### config.mk
export PLATFORM = sky130hd
export DESIGN_NAME = writeback_unit_flat
export DESIGN_NICKNAME = d
export VERILOG_FILES = /design/src/rtl/wb_pkg.sv /design/src/rtl/writeback_unit_if.sv /design/src/rtl/writeback_unit_load_extender.sv /design/src/rtl/writeback_unit.sv /design/src/flat_wrapper.sv
export SDC_FILE = /design/constraint.sdc
export NUM_CORES = 1
export LEC_CHECK = 0
export BUFFER_PORTS_ARGS = -buffer_cell sky130_fd_sc_hd__clkbuf_2
export CAP_MARGIN = 20
export CORE_ASPECT_RATIO = 0.7
export CORE_MARGIN = 2
export CORE_UTILIZATION = 45
export DETAILED_ROUTE_END_ITERATION = 10
export MAX_ROUTING_LAYER = met4
export PLACE_DENSITY = 0.83
export SETUP_SLACK_MARGIN = 0.4
export SLEW_MARGIN = 40
export SYNTH_ARGS = -nofsm -noshare
export SYNTH_HDL_FRONTEND = slang
export SYNTH_SLANG_ARGS = --single-unit
### constraint.sdc
create_clock -name clk -period 2.3 [get_ports clk]
set_input_delay 0.46 -clock clk [delete_from_list [all_inputs] [get_ports clk]]
set_output_delay 0.46 -clock clk [all_outputs]
set_load 0.01 [all_outputs]
### src/rtl/wb_pkg.sv
// Shared types and constants for the writeback stage and its load extender.
package wb_pkg;

   localparam int XLEN_DEF      = 32;
   localparam int NREG_BITS_DEF = 5;

   typedef enum logic [1:0] {
      WB_NONE = 2'd0,
      WB_ALU  = 2'd1,
      WB_PC4  = 2'd2,
      WB_LOAD = 2'd3
   } wb_src_t;

   localparam logic [2:0] F3_LB  = 3'b000;
   localparam logic [2:0] F3_LH  = 3'b001;
   localparam logic [2:0] F3_LW  = 3'b010;
   localparam logic [2:0] F3_LBU = 3'b100;
   localparam logic [2:0] F3_LHU = 3'b101;

   typedef enum logic {
      S_IDLE     = 1'b0,
      S_WAIT_MEM = 1'b1
   } wb_state_t;

endpackage

### src/rtl/writeback_unit_if.sv
// Retire/memory-response/register-file bundle of the writeback stage.
// master = upstream pipeline + data memory side, slave = writeback_unit.
interface writeback_unit_if #(
   parameter int XLEN      = 32,
   parameter int NREG_BITS = 5
) ();
   logic                 in_valid;
   logic                 in_ready;
   logic [NREG_BITS-1:0] in_rd;
   logic [1:0]           in_src;
   logic [XLEN-1:0]      in_alu_result;
   logic [XLEN-1:0]      in_pc;
   logic [2:0]           in_funct3;
   logic                 mem_rvalid;
   logic [XLEN-1:0]      mem_rdata;
   logic                 wr_ena;
   logic [NREG_BITS-1:0] wr_addr;
   logic [XLEN-1:0]      wr_data;
   logic                 pending_valid;
   logic [NREG_BITS-1:0] pending_rd;
   logic                 err;

   modport master (
      output in_valid, in_rd, in_src, in_alu_result, in_pc, in_funct3,
             mem_rvalid, mem_rdata,
      input  in_ready, wr_ena, wr_addr, wr_data, pending_valid, pending_rd, err
   );

   modport slave (
      input  in_valid, in_rd, in_src, in_alu_result, in_pc, in_funct3,
             mem_rvalid, mem_rdata,
      output in_ready, wr_ena, wr_addr, wr_data, pending_valid, pending_rd, err
   );
endinterface

### src/rtl/writeback_unit_load_extender.sv
// RV32I load lane select + sign/zero extension, plus alignment/legality flags.
// Purely combinational so it can be shared with the store/load path.
module load_extender
   import wb_pkg::*;
#(
   parameter int XLEN = 32
) (
   input  logic [2:0]      funct3_i,
   input  logic [1:0]      addr_lsb_i,
   input  logic [XLEN-1:0] rdata_i,
   output logic [XLEN-1:0] data_o,
   output logic            misaligned_o,
   output logic            illegal_o
);

   logic [XLEN-1:0] byte_sh;
   logic [XLEN-1:0] half_sh;
   logic [7:0]      byte_v;
   logic [15:0]     half_v;

   assign byte_sh = rdata_i >> {addr_lsb_i, 3'b000};
   assign half_sh = rdata_i >> {addr_lsb_i[1], 4'b0000};
   assign byte_v  = byte_sh[7:0];
   assign half_v  = half_sh[15:0];

   always_comb begin
      data_o       = '0;
      misaligned_o = 1'b0;
      illegal_o    = 1'b0;
      case (funct3_i)
         F3_LB:  data_o = {{(XLEN-8){byte_v[7]}}, byte_v};
         F3_LBU: data_o = {{(XLEN-8){1'b0}}, byte_v};
         F3_LH: begin
            data_o       = {{(XLEN-16){half_v[15]}}, half_v};
            misaligned_o = addr_lsb_i[0];
         end
         F3_LHU: begin
            data_o       = {{(XLEN-16){1'b0}}, half_v};
            misaligned_o = addr_lsb_i[0];
         end
         F3_LW: begin
            data_o       = rdata_i;
            misaligned_o = |addr_lsb_i;
         end
         default: illegal_o = 1'b1;
      endcase
   end

endmodule

### src/rtl/writeback_unit.sv
// Final pipeline stage: selects ALU/PC+4/load data and drives the register-file write port.
// Optional WB_INSTRET_EN adds a 64-bit retired-instruction counter output.
module writeback_unit
   import wb_pkg::*;
#(
   parameter int XLEN      = 32,
   parameter int NREG_BITS = 5
) (
   input  logic            clk,
   input  logic            rst,
   writeback_unit_if.slave wb
`ifdef WB_INSTRET_EN
   ,
   output logic [63:0]     instret
`endif
);

   wb_state_t            state_q;
   logic [NREG_BITS-1:0] rd_q;
   logic [2:0]           f3_q;
   logic [1:0]           lsb_q;
   logic                 wr_ena_q;
   logic [NREG_BITS-1:0] wr_addr_q;
   logic [XLEN-1:0]      wr_data_q;
   logic                 err_q;

   wb_src_t         src;
   logic            waiting;
   logic [XLEN-1:0] src_data_d;
   logic [2:0]      ext_f3;
   logic [1:0]      ext_lsb;
   logic [XLEN-1:0] ext_data;
   logic            ld_mis;
   logic            ld_ill;

   assign src     = wb_src_t'(wb.in_src);
   assign waiting = (state_q == S_WAIT_MEM);

   // One extender serves both paths: in IDLE it vets the incoming load,
   // in WAIT_MEM it formats the response using the latched type/offset.
   assign ext_f3  = waiting ? f3_q  : wb.in_funct3;
   assign ext_lsb = waiting ? lsb_q : wb.in_alu_result[1:0];

   load_extender #(.XLEN(XLEN)) u_ext (
      .funct3_i     (ext_f3),
      .addr_lsb_i   (ext_lsb),
      .rdata_i      (wb.mem_rdata),
      .data_o       (ext_data),
      .misaligned_o (ld_mis),
      .illegal_o    (ld_ill)
   );

   always_comb begin
      src_data_d = wb.in_alu_result;
      if (src == WB_PC4) src_data_d = wb.in_pc + XLEN'(4);
   end

   always_ff @(posedge clk or posedge rst) begin
      if (rst) begin
         state_q   <= S_IDLE;
         rd_q      <= '0;
         f3_q      <= '0;
         lsb_q     <= '0;
         wr_ena_q  <= 1'b0;
         wr_addr_q <= '0;
         wr_data_q <= '0;
         err_q     <= 1'b0;
      end else begin
         wr_ena_q <= 1'b0;
         err_q    <= 1'b0;
         unique case (state_q)
            S_IDLE: begin
               if (wb.in_valid) begin
                  if (src == WB_LOAD) begin
                     if (ld_mis || ld_ill) begin
                        err_q <= 1'b1;
                     end else begin
                        rd_q    <= wb.in_rd;
                        f3_q    <= wb.in_funct3;
                        lsb_q   <= wb.in_alu_result[1:0];
                        state_q <= S_WAIT_MEM;
                     end
                  end else if (src != WB_NONE && wb.in_rd != '0) begin
                     wr_ena_q  <= 1'b1;
                     wr_addr_q <= wb.in_rd;
                     wr_data_q <= src_data_d;
                  end
               end
            end
            S_WAIT_MEM: begin
               if (wb.mem_rvalid) begin
                  if (rd_q != '0) begin
                     wr_ena_q  <= 1'b1;
                     wr_addr_q <= rd_q;
                     wr_data_q <= ext_data;
                  end
                  state_q <= S_IDLE;
               end
            end
            default: state_q <= S_IDLE;
         endcase
      end
   end

   assign wb.in_ready      = ~waiting;
   assign wb.wr_ena        = wr_ena_q;
   assign wb.wr_addr       = wr_addr_q;
   assign wb.wr_data       = wr_data_q;
   assign wb.err           = err_q;
   assign wb.pending_valid = waiting;
   assign wb.pending_rd    = waiting ? rd_q : '0;

`ifdef WB_INSTRET_EN
   logic [63:0] instret_q;
   logic        complete;

   // Rejected (error) loads never reach the load branch of completion.
   assign complete = (!waiting && wb.in_valid && src != WB_LOAD) ||
                     (waiting && wb.mem_rvalid);

   always_ff @(posedge clk or posedge rst) begin
      if (rst)           instret_q <= '0;
      else if (complete) instret_q <= instret_q + 64'd1;
   end

   assign instret = instret_q;
`endif

endmodule

### src/flat_wrapper.sv
// flat-port wrapper written by rule: the top's interface ports become plain ports
module writeback_unit_flat import wb_pkg::*;
#(
   parameter int XLEN      = 32,
   parameter int NREG_BITS = 5
)
  (clk, rst, wb_in_valid, wb_in_rd, wb_in_src, wb_in_alu_result, wb_in_pc, wb_in_funct3, wb_mem_rvalid, wb_mem_rdata, wb_in_ready, wb_wr_ena, wb_wr_addr, wb_wr_data, wb_pending_valid, wb_pending_rd, wb_err);
  writeback_unit_if #(.XLEN(XLEN), .NREG_BITS(NREG_BITS)) wb_i ();
  input  logic clk;
  input  logic rst;
  input wire logic [$bits(wb_i.in_valid)-1:0] wb_in_valid;
  input wire logic [$bits(wb_i.in_rd)-1:0] wb_in_rd;
  input wire logic [$bits(wb_i.in_src)-1:0] wb_in_src;
  input wire logic [$bits(wb_i.in_alu_result)-1:0] wb_in_alu_result;
  input wire logic [$bits(wb_i.in_pc)-1:0] wb_in_pc;
  input wire logic [$bits(wb_i.in_funct3)-1:0] wb_in_funct3;
  input wire logic [$bits(wb_i.mem_rvalid)-1:0] wb_mem_rvalid;
  input wire logic [$bits(wb_i.mem_rdata)-1:0] wb_mem_rdata;
  output wire logic [$bits(wb_i.in_ready)-1:0] wb_in_ready;
  output wire logic [$bits(wb_i.wr_ena)-1:0] wb_wr_ena;
  output wire logic [$bits(wb_i.wr_addr)-1:0] wb_wr_addr;
  output wire logic [$bits(wb_i.wr_data)-1:0] wb_wr_data;
  output wire logic [$bits(wb_i.pending_valid)-1:0] wb_pending_valid;
  output wire logic [$bits(wb_i.pending_rd)-1:0] wb_pending_rd;
  output wire logic [$bits(wb_i.err)-1:0] wb_err;
  assign wb_i.in_valid = wb_in_valid;
  assign wb_i.in_rd = wb_in_rd;
  assign wb_i.in_src = wb_in_src;
  assign wb_i.in_alu_result = wb_in_alu_result;
  assign wb_i.in_pc = wb_in_pc;
  assign wb_i.in_funct3 = wb_in_funct3;
  assign wb_i.mem_rvalid = wb_mem_rvalid;
  assign wb_i.mem_rdata = wb_mem_rdata;
  assign wb_in_ready = wb_i.in_ready;
  assign wb_wr_ena = wb_i.wr_ena;
  assign wb_wr_addr = wb_i.wr_addr;
  assign wb_wr_data = wb_i.wr_data;
  assign wb_pending_valid = wb_i.pending_valid;
  assign wb_pending_rd = wb_i.pending_rd;
  assign wb_err = wb_i.err;
  writeback_unit #(.XLEN(XLEN), .NREG_BITS(NREG_BITS)) u_core (.clk(clk), .rst(rst), .wb(wb_i));
endmodule
==> metrics.log, run 1 <==
INFO  metric clock_path_buffers = 2
INFO  metric cts-root-buf = sky130_fd_sc_hd__clkbuf_16
INFO  metric r2r-start = u_core.wb.pending_valid
INFO  metric diodes = 0
INFO  metric dr.first_iter.drc_count = 723
INFO  metric leakagePower = 0.00262 µW
INFO  metric placementRows = 27
INFO  metric num-nets-final = 753
INFO  metric syn_area_per_cell = 8.53 µm²
INFO  metric portBuffers = 155
INFO  metric cts.sink_count = 50
INFO  metric critical_path.startpoint_type = register
INFO  metric reg2regPathDepth = 6
INFO  metric final_hold_viols = 0
INFO  metric floorplan.die_area = 9140 µm²
INFO  metric clock_tree.htree_level_count = 2
INFO  metric globalplace.congestion = 0.932
INFO  metric total_switching_power = 1610 µW
INFO  metric global_route.usage.total = 33.1%
INFO  metric vias_in_the_first_global_route = 4,281
INFO  metric core_area = 8010 µm²
INFO  metric wire_per_inst = 21.9 µm
INFO  metric route.vias.total = 4,713
INFO  metric power.share.switching = 38.6%
INFO  metric hold_path_class = in -> async
INFO  metric reg2reg_setup_slack = 0.13 ns
INFO  metric worst_pin_slew = 0.737 ns
INFO  metric initial_core_util = 47.1%
INFO  metric grt_setup_unrepaired = yes
INFO  metric die_width = 113 µm
INFO  metric post_dp_cell_area = 4920 µm²
INFO  metric slew_headroom = 50.6%
INFO  metric synth_warn = 0
INFO  metric p_clk_share = 21.2%
INFO  metric ios = 156
INFO  metric fin_setup_tns = 0 ns
INFO  metric grt_overflow = 0
INFO  metric gate_count_of_the_mapped_netlist = 442
INFO  metric cts_tree = built
INFO  metric final-setup-viol-count = 0
INFO  metric critical_path_class = reg -> reg
INFO  metric min_period = 2.17 ns
INFO  metric cts.clk_slew.worst_paths = 0.08 ns
INFO  metric endpoint_kind = register
INFO  metric synth.ff_latch_count = 50
INFO  metric vdd.ir_drop.worst = 412 µV
INFO  metric die_y = 80.6 µm
INFO  metric drv_cap = 0
INFO  metric comb_power_share = 44.9%
INFO  metric result_of_the_run = completed
INFO  metric p_per_area = 710 nW/µm²
INFO  metric layout.cells.most_common = sky130_fd_sc_hd__clkbuf_2
INFO  metric grt_pass1_wl = 22,500 µm
INFO  metric drt-pass1-iter-count = 5
INFO  metric place.detailed.hpwl = 11,300 µm
INFO  metric layout-drive-gt1-share = 50.5%
INFO  metric insertion_delay = 0.30 ns
INFO  metric synth_edf_count = 0
INFO  metric synth_seq_area_share = 33.2%
INFO  metric fmax = 0.461 GHz
INFO  metric critical_path_arrival = 2.41 ns
INFO  metric holdBufCountCts = 0
INFO  metric cts-buffers-inserted = 5
INFO  metric worstPathMaxFanout = 8
INFO  metric syn_to_final_growth = 56.0%
INFO  metric drt_drc_violations_left = 0
INFO  metric finish.instance_area = 5880 µm²
INFO  metric total_power = 4180 µW
INFO  metric route.antenna.remaining_nets = 0
INFO  metric route.detailed.vias_per_inst = 6.33
INFO  metric finalWirelength = 16,300 µm
INFO  metric yosysUniqueCellTypes = 61
INFO  metric synthesis.nets = 553
INFO  metric timing_max_transition_violations_final = 0
INFO  metric asyncSetResetFlopFracSynth = 100%
INFO  metric ys.flop_type = sky130_fd_sc_hd__dfrtp_1
INFO  metric mostFrequentLayoutCells = sky130_fd_sc_hd__clkbuf_2, sky130_fd_sc_hd__nor2_1, sky130_fd_sc_hd__dfrtp_1, sky130_fd_sc_hd__buf_4, sky130_fd_sc_hd__nand2_1
INFO  metric crit_path_start = u_core.wb.pending_valid
INFO  metric grt_start_max_net_pins = 30
INFO  metric worstPathRequired = 2.54 ns
INFO  metric syn_std_cell_area = 3770 µm²
INFO  metric final_min_period_over_clock_period = 94.4%
INFO  metric power.share.sequential = 33.9%
INFO  metric worst_clock_skew = 0.00711 ns
INFO  metric internal_power = 2570 µW
INFO  metric antenna_violations_before_repair = 0
## worst paths after layout
check / end
setup / recovery: u_core.wb.wr_data[8]
setup reg to reg: u_core.wb.wr_data[8]
hold / removal: u_core.wb.wr_addr[2]
min in group clk: u_core.wb.pending_valid
max in group asynchronous: u_core.wb.wr_data[31]
hold reg to reg: u_core.wb.wr_addr[4]
## cell usage after synthesis (11+ instances only)
| master | n | area (µm²) |
|---|---|---|
| sky130_fd_sc_hd__nand2_1 | 33 | 124 |
| sky130_fd_sc_hd__mux2_2 | 11 | 124 |
| sky130_fd_sc_hd__mux2i_1 | 14 | 140 |
| sky130_fd_sc_hd__xnor2_1 | 14 | 123 |
| sky130_fd_sc_hd__clkbuf_1 | 15 | 56.3 |
| sky130_fd_sc_hd__nand4_1 | 13 | 81.3 |
| sky130_fd_sc_hd__a21oi_1 | 31 | 155 |
| sky130_fd_sc_hd__xor2_1 | 12 | 105 |
| sky130_fd_sc_hd__dfrtp_1 | 50 | 1250 |
| sky130_fd_sc_hd__nor2_1 | 61 | 229 |
| sky130_fd_sc_hd__o21ai_0 | 28 | 140 |
| sky130_fd_sc_hd__a221oi_1 | 11 | 96.3 |
## cells by family (layout without fill, tap and decap cells)
group	after synthesis	count (layout)	share of synthesized area, %
compound gates	129	129	23.5
fa+ha+maj	1	1	0.332
simple gates	169	170	22.6
xor+xnor	26	26	6.04
flops	50	50	33.2
buf+inv	36	236	4.01
mux	31	31	10.4
## final cells by class
cell class,count,area [µm²]
repair buffers,218,1410
well taps,101,126
multi-input cells,357,2870
fillers,577,2120
clock inverters,3,48.8
inverters,9,45.0
flip-flops and latches,50,1250
repair inverters,1,6.26
clock buffers,5,125
## critical path, stage by stage (launching register included)
cell	delay, ns
sky130_fd_sc_hd__dfrtp_2	0.47
sky130_fd_sc_hd__mux2_4	0.35
sky130_fd_sc_hd__mux4_2	0.35
sky130_fd_sc_hd__nor3b_4	0.39
sky130_fd_sc_hd__a221oi_2	0.06
sky130_fd_sc_hd__o221ai_1	0.33
sky130_fd_sc_hd__o21a_1	0.18
## layer usage
layer | GRT usage (%) | vias to the layer above | wire length [µm]
met5 | - | - | 0
li1 | - | 2074 | -
met4 | 8.66 | 0 | 500
met1 | 43.9 | 2248 | 6700
met2 | 49.4 | 343 | 7210
met3 | 10.3 | 48 | 1890
## metrics by stage
stage | hold slack (ns) | util [%] | setup WS (ns) | std cells
finish | 0.186 | 73.5 | 0.129 | 744
CTS | 0.196 | 69.1 | 0.175 | 733
global route | 0.213 | 73.5 | 0.0779 | 744
floorplan | 0.485 | - | 0.189 | 442
global placement | 0.477 | 61.5 | 0.0685 | 707
detailed placement | 0.482 | 61.5 | 0.00308 | 707
## flip-flops by register name, indices dropped and copies added, names as in the netlist
| signal | flops |
|---|---|
| u_core.lsb_q | 2 |
| u_core.wb.pending_valid | 1 |
| u_core.f3_q | 3 |
| u_core.wb.wr_addr | 5 |
| u_core.wb.err | 1 |
| u_core.rd_q | 5 |
| u_core.wb.wr_ena | 1 |
| u_core.wb.wr_data | 32 |
## what timing repair did
action,4_1_cts,5_1_grt
pin swaps,20,16
resized for setup,57,57
buffers inserted,17,9
endpoints found under the setup margin,43,53
gates cloned,1,2
## power by group through the flow
stage | clock, µW | sequential (µW) | combinational (µW)
CTS | 879 | 1380 | 1630
finish | 886 | 1420 | 1880
floorplan | 0 | 1400 | 745
global placement | 0 | 1370 | 1370
detailed placement | 0 | 1380 | 1400
global route | 924 | 1440 | 1990
(Power assumes the default switching activity.)
==> inputs of run 2 (changes only) <==
- clock period: 2.3 -> 2.75 ns (I/O delays scaled with it)
==> metrics.log, run 2 (synthesis gave the netlist of run 1 again) <==
INFO  metric comb_power_share = 38.5% (-6.4 points)
INFO  metric cts-root-buf = sky130_fd_sc_hd__clkbuf_16
INFO  metric vias_in_the_first_global_route = 3,980 (-7.0%)
INFO  metric internal_power = 1820 µW (-29%)
INFO  metric cts.clk_slew.worst_paths = 0.07 ns (about the same)
INFO  metric min_period = 2.27 ns (+0.103 ns)
INFO  metric core_area = 8010 µm² (unchanged)
INFO  metric num-nets-final = 708 (-6.0%)
INFO  metric critical_path.startpoint_type = register
INFO  metric drt-pass1-iter-count = 5 (unchanged)
INFO  metric critical_path_class = reg -> reg
INFO  metric p_per_area = 598 nW/µm² (-16%)
INFO  metric post-cts-setup-buffers = 0 (-17)
INFO  metric antenna_violations_before_repair = 0 (unchanged)
INFO  metric placementRows = 27 (unchanged)
INFO  metric global_route.usage.total = 30.6% (-2.5 points)
INFO  metric worst_pin_slew = 0.614 ns (-0.124 ns)
INFO  metric die_y = 80.6 µm (unchanged)
INFO  metric max_stage_delay = 0.46 ns (about the same)
INFO  metric syn_to_final_growth = 30.1%
INFO  metric dr.first_iter.drc_count = 394 (-46%)
INFO  metric ios = 156 (unchanged)
INFO  metric finalWirelength = 13,800 µm (-15%)
INFO  metric power.share.sequential = 39.1% (+5.2 points)
INFO  metric route.detailed.vias_per_inst = 6.23 (-1.7%)
INFO  metric worstPathMaxFanout = 18 (+10)
INFO  metric route.vias.total = 4,354 (-7.6%)
INFO  metric drt_drc_violations_left = 0 (unchanged)
INFO  metric crit_buf_inv = 1 (+1)
INFO  metric floorplan.die_area = 9140 µm² (unchanged)
INFO  metric clock_path_buffers = 2 (unchanged)
INFO  metric largest_reg_flops = 32 (unchanged)
INFO  metric cp_common_cell = sky130_fd_sc_hd__a221o_1
INFO  metric grt_start_max_net_pins = 51 (+70%)
INFO  metric layout.cells.most_common = sky130_fd_sc_hd__clkbuf_2
INFO  metric clock_tree.htree_level_count = 2 (unchanged)
INFO  metric post_dp_cell_area = 4710 µm² (-4.3%)
INFO  metric p_clk_share = 22.4% (+1.2 points)
INFO  metric worstPathRequired = 2.92 ns (+0.38 ns)
INFO  metric insertion_delay = 0.29 ns (about the same)
INFO  metric critical_path.cell_chain = buf_6, nor4bb_1, a31o_2, a211o_2, a221o_1, a221o_1
INFO  metric drv_cap = 0 (unchanged)
INFO  metric fin_setup_tns = 0 ns (unchanged)
INFO  metric cts_tree = built
INFO  metric fmax = 0.440 GHz (-4.5%)
INFO  metric portBuffers = 155 (unchanged)
INFO  metric layout-drive-gt1-share = 37.0% (-14 points)
INFO  metric timing_max_transition_violations_final = 0 (unchanged)
INFO  metric power.share.switching = 37.9% (-0.68 points)
INFO  metric endpoint_kind = register
INFO  metric critPathSlowestCell = sky130_fd_sc_hd__dfrtp_1
INFO  metric grt_overflow = 0 (unchanged)
INFO  metric cts.sink_count = 50 (unchanged)
INFO  metric place.detailed.hpwl = 11,000 µm (-2.1%)
INFO  metric path_delay_family = compound AO/OA/AOI/OAI gates
INFO  metric finish.instance_area = 4910 µm² (-17%)
INFO  metric die_width = 113 µm (unchanged)
INFO  metric final-setup-viol-count = 0 (unchanged)
INFO  metric route.antenna.remaining_nets = 0 (unchanged)
INFO  metric globalplace.congestion = 1.01 (+8.7%)
INFO  metric vdd.ir_drop.worst = 336 µV (-19%)
INFO  metric leakagePower = 0.00223 µW (-15%)
INFO  metric mostFrequentLayoutCells = sky130_fd_sc_hd__clkbuf_2, sky130_fd_sc_hd__nor2_1, sky130_fd_sc_hd__dfrtp_1, sky130_fd_sc_hd__nand2_1, sky130_fd_sc_hd__a21oi_1
INFO  metric wire_per_inst = 19.8 µm (-9.8%)
INFO  metric diodes = 0 (unchanged)
INFO  metric final_hold_viols = 0 (unchanged)
INFO  metric cts-buffers-inserted = 5 (unchanged)
INFO  metric initial_core_util = 47.1% (unchanged)
INFO  metric final_min_period_over_clock_period = 82.7% (-12 points)
INFO  metric grt_setup_unrepaired = no
INFO  metric grt_pass1_wl = 20,900 µm (-7.1%)
INFO  metric critical_path_arrival = 2.45 ns (+0.04 ns)
INFO  metric slew_headroom = 58.0% (+7.4 points)
INFO  metric result_of_the_run = completed
INFO  metric hold_path_class = in -> async
INFO  metric total_switching_power = 1110 µW (-31%)
INFO  metric worst_clock_skew = 0.00918 ns (+0.00207 ns)
run 2: cell type report:
type / count / area (µm²)
fillers: 738 / 3100
well taps: 101 / 126
clock buffers: 6 / 139
inverters: 9 / 33.8
flip-flops and latches: 50 / 1250
clock inverters: 2 / 17.5
repair buffers: 175 / 930
multi-input cells: 356 / 2410
run 2: what timing repair did:
item / 4_1_cts / 5_1_grt
resized for setup: 0 / 9
setup endpoints to repair: 0 / 25
endpoints found under the hold margin: 0 / 0
hold buffers: 0 / 0
run 2: worst paths after layout:
kind                                         startpoint                 endpoint  slack, ns  cells after the start
worst max-delay path            u_core.wb.pending_valid    u_core.wb.wr_data[13]       0.48                      6
worst min-delay path                                rst     u_core.wb.wr_addr[0]       0.40                      3
worst max register to register  u_core.wb.pending_valid    u_core.wb.wr_data[13]       0.48                      6
worst min register to register     u_core.wb.wr_addr[4]     u_core.wb.wr_addr[4]       0.49                      2
max in group asynchronous                           rst     u_core.wb.wr_data[2]       1.90                      3
min in group clk                          wb_mem_rvalid  u_core.wb.pending_valid       0.47                      2
run 2: power groups by stage:
stage	Clock, µW	Sequential [µW]	Combinational, µW
3_5_place_dp	0	1150	1110
5_1_grt	688	1170	1230
2_1_floorplan	0	1170	580
6_report	657	1150	1130
3_3_place_gp	0	1140	1080
4_1_cts	654	1140	1110
run 2: worst reg2reg max path: stages (launching register included):
cell and delay [ns]:
sky130_fd_sc_hd__dfrtp_1 0.46, sky130_fd_sc_hd__buf_6 0.20, sky130_fd_sc_hd__nor4bb_1 0.15, sky130_fd_sc_hd__a31o_2 0.30, sky130_fd_sc_hd__a211o_2 0.36, sky130_fd_sc_hd__a221o_1 0.37, sky130_fd_sc_hd__a221o_1 0.31
run 2: metrics by stage:
step           power (µW)  util [%]  hold slack (ns)  setup WS, ns  instances
2_1_floorplan        1750         -            0.485         0.414        442
3_3_place_gp         2220      58.8            0.467         0.284        691
3_5_place_dp         2260      58.8            0.475         0.214        691
4_1_cts              2900      60.8            0.441         0.439        699
5_1_grt              3090      61.3            0.468         0.385        699
6_report             2940      61.3            0.402         0.476        699
run 2: per-layer routing:
layer / global-route usage, % / routed length [µm] / share of wire [%]
met2: 44.6 / 5920 / 43
met5: - / 0 / 0
met4: 6.83 / 236 / 1.7
met1: 44.5 / 6070 / 44
met3: 5.43 / 1590 / 11
